**src/rtl/lm_sm_sequencer.sv**
```systemverilog
// Purpose: LM/SM sequencer. It walks an 8-bit register mask from R0 to R7 and issues one transfer per cycle.
// Latency: accept in cycle 0, transfers in cycles 1..N, done in cycle N+1, IDLE again in cycle N+2.
// Backpressure: none. Memory and the register file complete every transfer in one cycle, and busy stalls the core.
//
// Ports:
//   clk, rst                          clock and asynchronous active-high reset
//   start, is_lm, base_addr, reg_mask decoder request and operands, latched on accept
//   reg_read_addr / reg_read_data     register-file read port (SM source)
//   reg_write_en/_dest/_data          register-file write port (LM)
//   mem_addr, mem_rd_data             data-memory address and combinational read data
//   mem_wr_en, mem_wr_data            data-memory synchronous write port (SM)
//   busy, done                        PC hold and single-cycle completion pulse
module lm_sm_sequencer #(
  parameter int DATA_WIDTH = 16,
  parameter int ADDR_STEP  = 1
) (
  input  logic                  clk,
  input  logic                  rst,
  input  logic                  start,
  input  logic                  is_lm,
  input  logic [15:0]           base_addr,
  input  logic [7:0]            reg_mask,
  output logic [2:0]            reg_read_addr,
  input  logic [DATA_WIDTH-1:0] reg_read_data,
  output logic                  reg_write_en,
  output logic [2:0]            reg_write_dest,
  output logic [DATA_WIDTH-1:0] reg_write_data,
  output logic [15:0]           mem_addr,
  input  logic [DATA_WIDTH-1:0] mem_rd_data,
  output logic                  mem_wr_en,
  output logic [DATA_WIDTH-1:0] mem_wr_data,
  output logic                  busy,
  output logic                  done
);

  localparam logic [1:0] ST_IDLE = 2'd0;
  localparam logic [1:0] ST_XFER = 2'd1;
  localparam logic [1:0] ST_DONE = 2'd2;

  localparam logic [15:0] STEP = 16'(ADDR_STEP);

  logic [1:0]  state;
  logic [7:0]  rem_mask;
  logic [15:0] cur_addr;
  logic        op_lm;

  logic [2:0]  idx;
  logic [7:0]  rem_next;
  logic        in_xfer;

  // Lowest set bit wins. The loop scans downwards, so the last hit (the lowest index) is kept.
  always_comb begin
    idx = 3'd0;
    for (int i = 7; i >= 0; i--) begin
      if (rem_mask[i]) idx = 3'(i);
    end
  end

  assign rem_next = rem_mask & ~(8'b1 << idx);
  assign in_xfer  = (state == ST_XFER);

  always_ff @(posedge clk or posedge rst) begin
    if (rst) begin
      state    <= ST_IDLE;
      rem_mask <= 8'd0;
      cur_addr <= 16'd0;
      op_lm    <= 1'b0;
    end else begin
      case (state)
        ST_IDLE: begin
          if (start) begin
            rem_mask <= reg_mask;
            cur_addr <= base_addr;
            op_lm    <= is_lm;
            state    <= (reg_mask != 8'd0) ? ST_XFER : ST_DONE;
          end
        end
        ST_XFER: begin
          rem_mask <= rem_next;
          // Wraps modulo 2^16 without raising an error.
          cur_addr <= cur_addr + STEP;
          if (rem_next == 8'd0) state <= ST_DONE;
        end
        // DONE ignores start: the same LM/SM instruction is still at the PC in this cycle.
        ST_DONE: state <= ST_IDLE;
        default: state <= ST_IDLE;
      endcase
    end
  end

  assign mem_addr       = cur_addr;
  assign reg_write_en   = in_xfer & op_lm;
  assign reg_write_dest = (in_xfer & op_lm) ? idx : 3'd0;
  assign reg_write_data = mem_rd_data;
  assign mem_wr_en      = in_xfer & ~op_lm;
  assign reg_read_addr  = (in_xfer & ~op_lm) ? idx : 3'd0;
  assign mem_wr_data    = reg_read_data;

  // Raising busy in the accept cycle holds the PC before the FSM has left IDLE.
  assign busy = ((state == ST_IDLE) & start) | in_xfer;
  assign done = (state == ST_DONE);

endmodule

```
**config.mk**
```make
export PLATFORM = sky130hd
export DESIGN_NAME = lm_sm_sequencer
export DESIGN_NICKNAME = d
export VERILOG_FILES = /design/src/rtl/lm_sm_sequencer.sv
export SDC_FILE = /design/constraint.sdc
export NUM_CORES = 1
export LEC_CHECK = 0
export BUFFER_PORTS_ARGS = -buffer_cell sky130_fd_sc_hd__buf_4
export CORE_MARGIN = 5
export CORE_UTILIZATION = 47
export CTS_CLUSTER_DIAMETER = 80
export DETAILED_ROUTE_END_ITERATION = 10
export GPL_TIMING_DRIVEN = 0
export PLACE_DENSITY_LB_ADDON = 0.3
export RECOVER_POWER = 25
export SLEW_MARGIN = 20
export SYNTH_ARGS = -nofsm -noshare
export SYNTH_HDL_FRONTEND = slang
export SYNTH_SLANG_ARGS = --single-unit
export TNS_END_PERCENT = 20
```
**constraint.sdc**
```tcl
create_clock -name clk -period 3.6 [get_ports clk]
set_input_delay 0.72 -clock clk [delete_from_list [all_inputs] [get_ports clk]]
set_output_delay 0.72 -clock clk [all_outputs]
set_load 0.005 [all_outputs]
```
==> results.yml, run 1 <==
run_status:
  status: "finished clean"
setup_path:
  rrSetupSlack_ns: 1.51
  required_ns: 2.88
  rr_startpoint: "state[0]$_DFFE_PP0P_"
  r2r_cells: 6
  start_kind: "flip-flop"
  crit_type: "reg2out"
  crit_arrival_ns: 2.01
  critPathCaptureType: "output pin"
  cp-startpoint: "state[0]$_DFFE_PP0P_"
  crit_end: "reg_write_dest[0]"
  timing.rr.end: "rem_mask[4]$_DFFE_PP0P_"
  path_max_fanout: 10
final_layout:
  utilization: 0.670
  antenna_cells: 0
  drive_above_1_share: 0.394
  fill_cells: 377
  finalNetCount: 384
  final_cells: 372
  syn2layout_area_growth_pct: 37.9
clock_network:
  cts_resized: 0
  cts_max_level: 1
  cts_made_buffers: 3
  cts_tree: "yes"
  post_cts_buffers: 0
  cts.sinks: 27
  clockRootBuffer: "clkbuf_8"
  clk_latency_ns: 0.28
  cts_hold_buf: 0
  cts.path.max_buffers: 2
  path_clk_slew_ns: 0.11
logic_synthesis:
  synth.avg_cell_area_um2: 8.37
  seq_area_frac_synth: 0.345
  synth.distinct_cells: 48
  postSynth.asyncResetShare: 1.00
  ys_warn_count: 0
  synth_top_area_frac: 0.345
  synth-seq-cells: 27
  ys.flop_type: "dfrtp_1"
  synth-edff-count: 0
  syn_area_mm2: 0.00196
  synthMostInstantiatedCell: "buf_4"
  netlist_top_cells_count: "buf_4, dfrtp_1, nand2_1"
  syn_inst: 234
  synth_area_leaders: "dfrtp_1, buf_4, nand2_1"
  yosys.area.top_type: "dfrtp_1"
  synth_nets: 295
sta:
  period_share: 0.757
  max_freq_mhz: 367
  rsz0062_at_grt: "false"
  tns_ns: 0
  setup_viol: 0
  drv_slew: 0
  fin_crit_ns: 2.73
  slew_headroom: 0.295
  setup_ws_ns: 0.875
  clock_skew_ns: 0.00929
  finalHoldViolCount: 0
  worst_pin_slew_ns: 1.06
flow_run:
  max_cap_violations: 0
global_routing:
  grt_pass1_wl_mm: 8.98
  grt_max_degree: 28
  grt_usage: 0.204
  overflow: 0
  antenna_found_initial: 0
  first_global_vias: 1935
placement:
  hpwl_mm: 4.58
  placed_cells: 368
  gp_congestion: 0.821
  preCtsSetupSlack_ns: 1.06
  numPortBuffers: 84
floorplanning:
  start_util: 0.486
  die_w_um: 74.5
  die_area_mm2: 0.00556
  ios: 118
  rows: 23
  die_h_um: 74.5
  core_mm2: 0.00403
routing:
  drtIter0Drc: 144
  via_per_inst: 5.60
  vias: 2083
  wl_per_cell_um: 15.6
  drtAntennaViolNets: 0
  wirelength_mm: 5.81
  drcViolationCount: 0
  drt_first_pass_iters: 4
power:
  p_leak_nw: 1.28
  ir_worst_vdd_mv: 0.467
  power_density_mw_per_mm2: 734
worst_hold_path:
  holdPathStages: 1
  hold_class: "reg2reg"
[power breakdown]
group / switching (W) / internal (W) / leakage [nW]
Combinational: 0.000575 / 0.000557 / 0.938
Clock: 0.000106 / 0.0000789 / 0.0217
Sequential: 0.000220 / 0.000446 / 0.321
[state kept, by name (all words and copies together) (netlist names)]
signal and count:
rem_mask 8, mem_addr 16, op_lm 1, state 2
[cells in the final DEF, fill, tap and decap left out, types with 2 or more instances in the layout]
| master | synthesis | layout |
|---|---|---|
| or3_1 | 2 | 2 |
| nor2_1 | 16 | 16 |
| clkbuf_4 | 0 | 2 |
| and2_1 | 2 | 2 |
| nor3_1 | 9 | 9 |
| clkbuf_8 | 0 | 3 |
| nand3_1 | 5 | 5 |
| a311oi_1 | 2 | 2 |
| nand2_1 | 22 | 22 |
| o21ai_0 | 7 | 7 |
| mux2i_1 | 5 | 5 |
| o21ai_1 | 2 | 2 |
| inv_1 | 7 | 7 |
| clkbuf_1 | 12 | 12 |
| nand4_1 | 4 | 4 |
| nor2b_1 | 2 | 2 |
| o22a_1 | 6 | 6 |
| o22ai_1 | 8 | 8 |
| and4_1 | 2 | 2 |
| a2111oi_0 | 2 | 2 |
| a22o_1 | 3 | 3 |
| o311ai_1 | 2 | 2 |
| a21oi_1 | 15 | 15 |
| buf_4 | 32 | 114 |
| nand2b_1 | 3 | 3 |
| dfrtp_1 | 27 | 27 |
| a211oi_1 | 3 | 3 |
| nor4_1 | 10 | 10 |
| a31oi_1 | 2 | 2 |
| a21o_1 | 2 | 2 |
[kinds of logic (layout without fill, tap and decap cells)]
kind of cell / count (synthesis) / in the layout / synth area share
muxes: 6 / 6 / 0.0313
adders and majority gates: 1 / 1 / 0.00639
AOI/OAI and AO/OA: 64 / 64 / 0.235
DFF: 27 / 27 / 0.345
and+or+nand+nor: 83 / 83 / 0.216
buffers and inverters: 53 / 141 / 0.167
[worst max-delay path, stage by stage (launching register included)]
cell      delay [ns]
dfrtp_1         0.34
clkbuf_1        0.31
nor2b_1         0.18
clkbuf_1        0.35
nand2_1         0.17
a211oi_1        0.23
buf_4           0.15
[final cells by class]
cell class / count / area [um^2] / area share
multi-input cells: 154 / 956 / 0.354
flip-flops and latches: 27 / 676 / 0.250
repair buffers: 84 / 631 / 0.234
plain buffers: 45 / 297 / 0.110
well taps: 50 / 62.6 / 0.0232
clock buffers: 3 / 41.3 / 0.0153
inverters: 8 / 30.0 / 0.0111
clock inverters: 1 / 7.51 / 0.00278
[worst min path at each step]
| stage | from | end | slack, ns |
|---|---|---|---|
| after CTS | mem_addr[15]$_DFFE_PP0P_ | mem_addr[15]$_DFFE_PP0P_ | 0.51 |
| after global routing | mem_addr[15]$_DFFE_PP0P_ | mem_addr[15]$_DFFE_PP0P_ | 0.52 |
| after floorplan | mem_addr[15]$_DFFE_PP0P_ | mem_addr[15]$_DFFE_PP0P_ | 0.48 |
| after detailed placement | mem_addr[15]$_DFFE_PP0P_ | mem_addr[15]$_DFFE_PP0P_ | 0.49 |
| after global placement | mem_addr[15]$_DFFE_PP0P_ | mem_addr[15]$_DFFE_PP0P_ | 0.48 |
| final | mem_addr[15]$_DFFE_PP0P_ | mem_addr[15]$_DFFE_PP0P_ | 0.50 |
[per-layer routing]
layer | global-route usage | routed length [um] | up-vias
met3 | 0.0432 | 453 | 14
met1 | 0.266 | 2250 | 976
met2 | 0.351 | 3010 | 84
met5 | 0 | 0 | -
li1 | - | - | 1009
met4 | 0.0415 | 89 | 0
[through the flow]
stage	hold slack, ns	total power, W	instance area, um^2
floorplan	0.482	0.00135	1960
global placement	0.477	0.00175	2650
detailed placement	0.492	0.00180	2650
CTS	0.506	0.00199	2700
global route	0.523	0.00216	2700
finish	0.503	0.00198	2700
Note: power is estimated with default switching activity, not from simulation.
==> inputs of run 2 (changes only) <==
Settings changed: CORE_UTILIZATION 47 to 44.
Clock period 3.6 ns to 2.85 ns, I/O delays scaled along.
==> results.yml, run 2 (synthesized netlist as in run 1, its figures left out) <==
setup_path:
  r2r_cells: 7
  critical_path.top_delay_family: "buffers and inverters"
  crit_slowest_cell: "clkbuf_1"
  critPathCaptureType: "output pin"
  crit_arrival_ns: 2.03
  worstPathCellList: "clkbuf_1 -> nor2b_1 -> clkbuf_1 -> nand2_1 -> a211oi_1 -> buf_4"
  critPathMaxStageDelay_ns: 0.35
  crit_type: "reg2out"
  critical_path_buf_inv_count: 3
  start_kind: "flip-flop"
  required_ns: 2.28
  path_common_cell: "clkbuf_1"
  crit_end: "reg_write_dest[0]"
  timing.rr.end: "rem_mask[6]$_DFFE_PP0P_"
  rr_startpoint: "state[0]$_DFFE_PP0P_"
  cp-startpoint: "state[0]$_DFFE_PP0P_"
  path_max_fanout: 10
  crit_cells: 6
  rrSetupSlack_ns: 0.71
final_layout:
  multi_input_area_um2: 956
  antenna_cells: 0
  fill_cells: 421
  largest_reg_flops: 16
  final_cells: 374
  layout_common_cells: "buf_4, dfrtp_1, nand2_1"
  finalNetCount: 384
  syn2layout_area_growth_pct: 37.8
  drive_above_1_share: 0.391
  seqCellArea_um2: 676
  layout_commonest_cell: "buf_4"
clock_network:
  cts_resized: 0
  clockRootBuffer: "clkbuf_8"
  clk_latency_ns: 0.27
  path_clk_slew_ns: 0.10
  post_cts_buffers: 0
  cts_made_buffers: 3
  cts.sinks: 27
  cts_tree: "yes"
  cts_hold_buf: 0
  cts_max_level: 1
  cts.path.max_buffers: 2
routing:
  drtAntennaViolNets: 0
  wirelength_mm: 5.78
  drtIter0Drc: 127
  via_per_inst: 5.62
  drt_first_pass_iters: 4
  wl_per_cell_um: 15.5
  drcViolationCount: 0
  vias: 2103
floorplanning:
  die_w_um: 76.7
  rows: 24
  start_util: 0.453
  die_area_mm2: 0.00588
  ios: 118
  die_h_um: 76.7
  core_mm2: 0.00432
global_routing:
  grt_max_degree: 28
  first_global_vias: 2107
  grt_pass1_wl_mm: 9.65
  overflow: 0
  grt_usage: 0.192
  antenna_found_initial: 0
sta:
  holdWs_ns: 0.478
  clock_skew_ns: 0.00309
  rsz0062_at_grt: "false"
  tns_ns: 0
  worst_pin_slew_ns: 1.04
  drv_slew: 0
  fin_crit_ns: 2.60
  setup_viol: 0
  period_share: 0.913
  setup_ws_ns: 0.247
  finalHoldViolCount: 0
  max_freq_mhz: 384
  slew_headroom: 0.305
placement:
  placed_cells: 370
  preCtsSetupSlack_ns: 0.461
  numPortBuffers: 84
  hpwl_mm: 4.49
  gp_congestion: 0.865
power:
  ir_worst_vdd_mv: 0.460
  power_density_mw_per_mm2: 928
  power_w: 0.00250
  p_leak_nw: 1.28
run_status:
  status: "finished clean"
worst_hold_path:
  holdPathStages: 3
  hold_class: "in2reg"
  hold_start: "is_lm"
flow_run:
  max_cap_violations: 0
-- run 2: changes by cell type in the layout (fill, tap and decap cells not counted) --
cell	before	now
clkbuf_1	12	13
clkinvlp_4	1	0
-- run 2: cell type report --
type	count	area share
Timing Repair Buffer	84	0.234
Sequential cell	27	0.250
Clock buffer	4	0.0167
Tap cell	52	0.0241
Inverter	8	0.0111
Multi-Input combinational cell	154	0.354
Buffer	45	0.110
-- run 2: worst min-delay path by stage --
stage	endpoint	slack (ns)
floorplan	mem_addr[15]$_DFFE_PP0P_	0.48
global placement	mem_addr[15]$_DFFE_PP0P_	0.49
detailed placement	mem_addr[15]$_DFFE_PP0P_	0.50
CTS	op_lm$_DFFE_PP0P_	0.48
global route	mem_addr[14]$_DFFE_PP0P_	0.49
finish	op_lm$_DFFE_PP0P_	0.48
-- run 2: per-stage QoR --
step            util  cell area [um^2]
6_report       0.624              2700
5_1_grt        0.624              2700
4_1_cts        0.624              2700
3_5_place_dp   0.614              2650
3_3_place_gp   0.614              2650
2_1_floorplan      -              1960
-- run 2: report_power, final --
part	internal [W]	switching (W)	leakage, nW
sequential	0.000564	0.000278	0.321
combinational	0.000704	0.000733	0.938
clock	0.000100	0.000125	0.0228
total	0.00137	0.00114	1.28
-- run 2: metal layers --
layer | wire length [um] | share of wire | vias up | track usage
met5 | 0 | 0 | - | 0
met4 | 40 | 0.0069 | 0 | 0.0402
met3 | 425 | 0.073 | 4 | 0.0386
met2 | 3140 | 0.54 | 93 | 0.356
met1 | 2180 | 0.38 | 998 | 0.224
li1 | - | - | 1008 | -
-- run 2: tightest hold or removal path: cells and delay by family --
family        cells  cell delay, ns
simple gates      2            0.08
buf+inv           1            0.08
==> inputs of run 3 (changes only) <==
Settings changed: CAP_MARGIN set to 20, CORE_UTILIZATION 44 to 47, RECOVER_POWER 25 to 100.
Clock period 2.85 ns to 3 ns, I/O delays scaled along.
==> results.yml, run 3 (synthesized netlist as in run 1, its figures left out) <==
run_status:
  status: "finished clean"
routing:
  drtAntennaViolNets: 0
  drcViolationCount: 0
  drtIter0Drc: 133
  vias: 2077
  wirelength_mm: 5.76
  via_per_inst: 5.58
  drt_first_pass_iters: 4
  wl_per_cell_um: 15.5
setup_path:
  crit_arrival_ns: 2.10
  path_common_cell: "clkbuf_1"
  required_ns: 2.40
  path_max_fanout: 10
  crit_type: "reg2out"
  critPathMaxStageDelay_ns: 0.36
  start_kind: "flip-flop"
  worstPathCellList: "clkbuf_1 -> nor2b_1 -> clkbuf_1 -> nor2_1 -> inv_1 -> clkbuf_4"
  crit_slowest_cell: "clkbuf_1"
  critPathCaptureType: "output pin"
sta:
  setup_viol: 0
  worst_pin_slew_ns: 1.07
  rsz0062_at_grt: "false"
  slew_headroom: 0.283
  finalHoldViolCount: 0
  tns_ns: 0
  drv_slew: 0
  clock_skew_ns: 0.00915
  max_freq_mhz: 371
  fin_crit_ns: 2.70
  period_share: 0.898
global_routing:
  grt_max_degree: 28
  use_met1: 0.266
  antenna_found_initial: 0
  use_met2: 0.351
  overflow: 0
  grt.met3_usage: 0.0432
  grt_pass1_wl_mm: 8.98
  grt_most_used_layer: "met2"
  grt_usage: 0.204
  first_global_vias: 1935
final_layout:
  finalNetCount: 384
  layout_commonest_cell: "buf_4"
  fill_cells: 383
  drive_above_1_share: 0.382
  largest_reg_flops: 16
  layout_common_cells: "buf_4, clkbuf_4, dfrtp_1"
  final_cells: 372
  antenna_cells: 0
  syn2layout_area_growth_pct: 37.3
floorplanning:
  core_mm2: 0.00403
  die_h_um: 74.5
  die_area_mm2: 0.00556
  die_w_um: 74.5
  ios: 118
  rows: 23
  start_util: 0.486
clock_network:
  path_clk_slew_ns: 0.11
  cts_max_level: 1
  cts.sinks: 27
  clockRootBuffer: "clkbuf_8"
  cts_resized: 0
  cts_tree: "yes"
  cts.path.max_buffers: 2
  cts_made_buffers: 3
  clk_latency_ns: 0.28
  cts_hold_buf: 0
  post_cts_buffers: 0
power:
  p_leak_nw: 1.26
  power_density_mw_per_mm2: 873
  ir_worst_vdd_mv: 0.554
placement:
  gp_congestion: 0.821
  hpwl_mm: 4.58
  placed_cells: 368
  numPortBuffers: 84
worst_hold_path:
  hold_class: "reg2reg"
flow_run:
  max_cap_violations: 0
-- run 3: cell count changes in the layout (fill, tap and decap cells not counted), sizes merged --
cell      previous run  this run
buf                115        62
clkbuf              18        70
clkinvlp             0         1
-- run 3: routing by layer --
layer  vias to the layer above  share of wire
li1                       1007              -
met1                       971           0.40
met2                        87           0.52
met3                        12          0.072
met4                         0          0.014
met5                         -              0
-- run 3: cell type report --
| cell class | count | area [um^2] | share of cell area |
|---|---|---|---|
| Buffer | 45 | 297 | 0.110 |
| Clock buffer | 3 | 41.3 | 0.0154 |
| Clock inverter | 1 | 7.51 | 0.00279 |
| Inverter | 8 | 30.0 | 0.0112 |
| Multi-Input combinational cell | 154 | 951 | 0.354 |
| Sequential cell | 27 | 676 | 0.251 |
| Tap cell | 50 | 62.6 | 0.0233 |
| Timing Repair Buffer | 84 | 623 | 0.232 |
-- run 3: final timing paths --
check,from,endpoint,slack (ns),depth (start not counted)
max,state[0]$_DFFE_PP0P_,busy,0.30,6
min,mem_addr[15]$_DFFE_PP0P_,mem_addr[15]$_DFFE_PP0P_,0.50,1
max reg2reg,rem_mask[4]$_DFFE_PP0P_,state[0]$_DFFE_PP0P_,0.77,5
min reg2reg,mem_addr[15]$_DFFE_PP0P_,mem_addr[15]$_DFFE_PP0P_,0.50,1
max in group asynchronous,rst,rem_mask[5]$_DFFE_PP0P_,1.77,2
min in group asynchronous,rst,mem_addr[3]$_DFFE_PP0P_,0.58,2
-- run 3: where the power goes --
group | internal, W | switching (W)
sequential | 0.000536 | 0.000258
clock | 0.0000947 | 0.000128
combinational | 0.000644 | 0.000687
total | 0.00127 | 0.00107
-- run 3: critical path: cells and delay by family (launching register included) --
| kind | cells | cell delay [ns] |
|---|---|---|
| and+or+nand+nor | 2 | 0.36 |
| buffers and inverters | 4 | 1.12 |
| DFF | 1 | 0.35 |
-- run 3: through the flow --
| step | power (W) | cell area, um^2 | hold slack [ns] | utilization | setup WS, ns |
|---|---|---|---|---|---|
| finish | 0.00235 | 2690 | 0.500 | 0.667 | 0.305 |
| global placement | 0.00211 | 2650 | 0.477 | 0.658 | 0.627 |
| floorplan | 0.00162 | 1960 | 0.482 | - | 1.04 |
| detailed placement | 0.00216 | 2650 | 0.492 | 0.658 | 0.604 |
| CTS | 0.00238 | 2700 | 0.500 | 0.670 | 0.406 |
| global route | 0.00256 | 2690 | 0.502 | 0.667 | 0.189 |
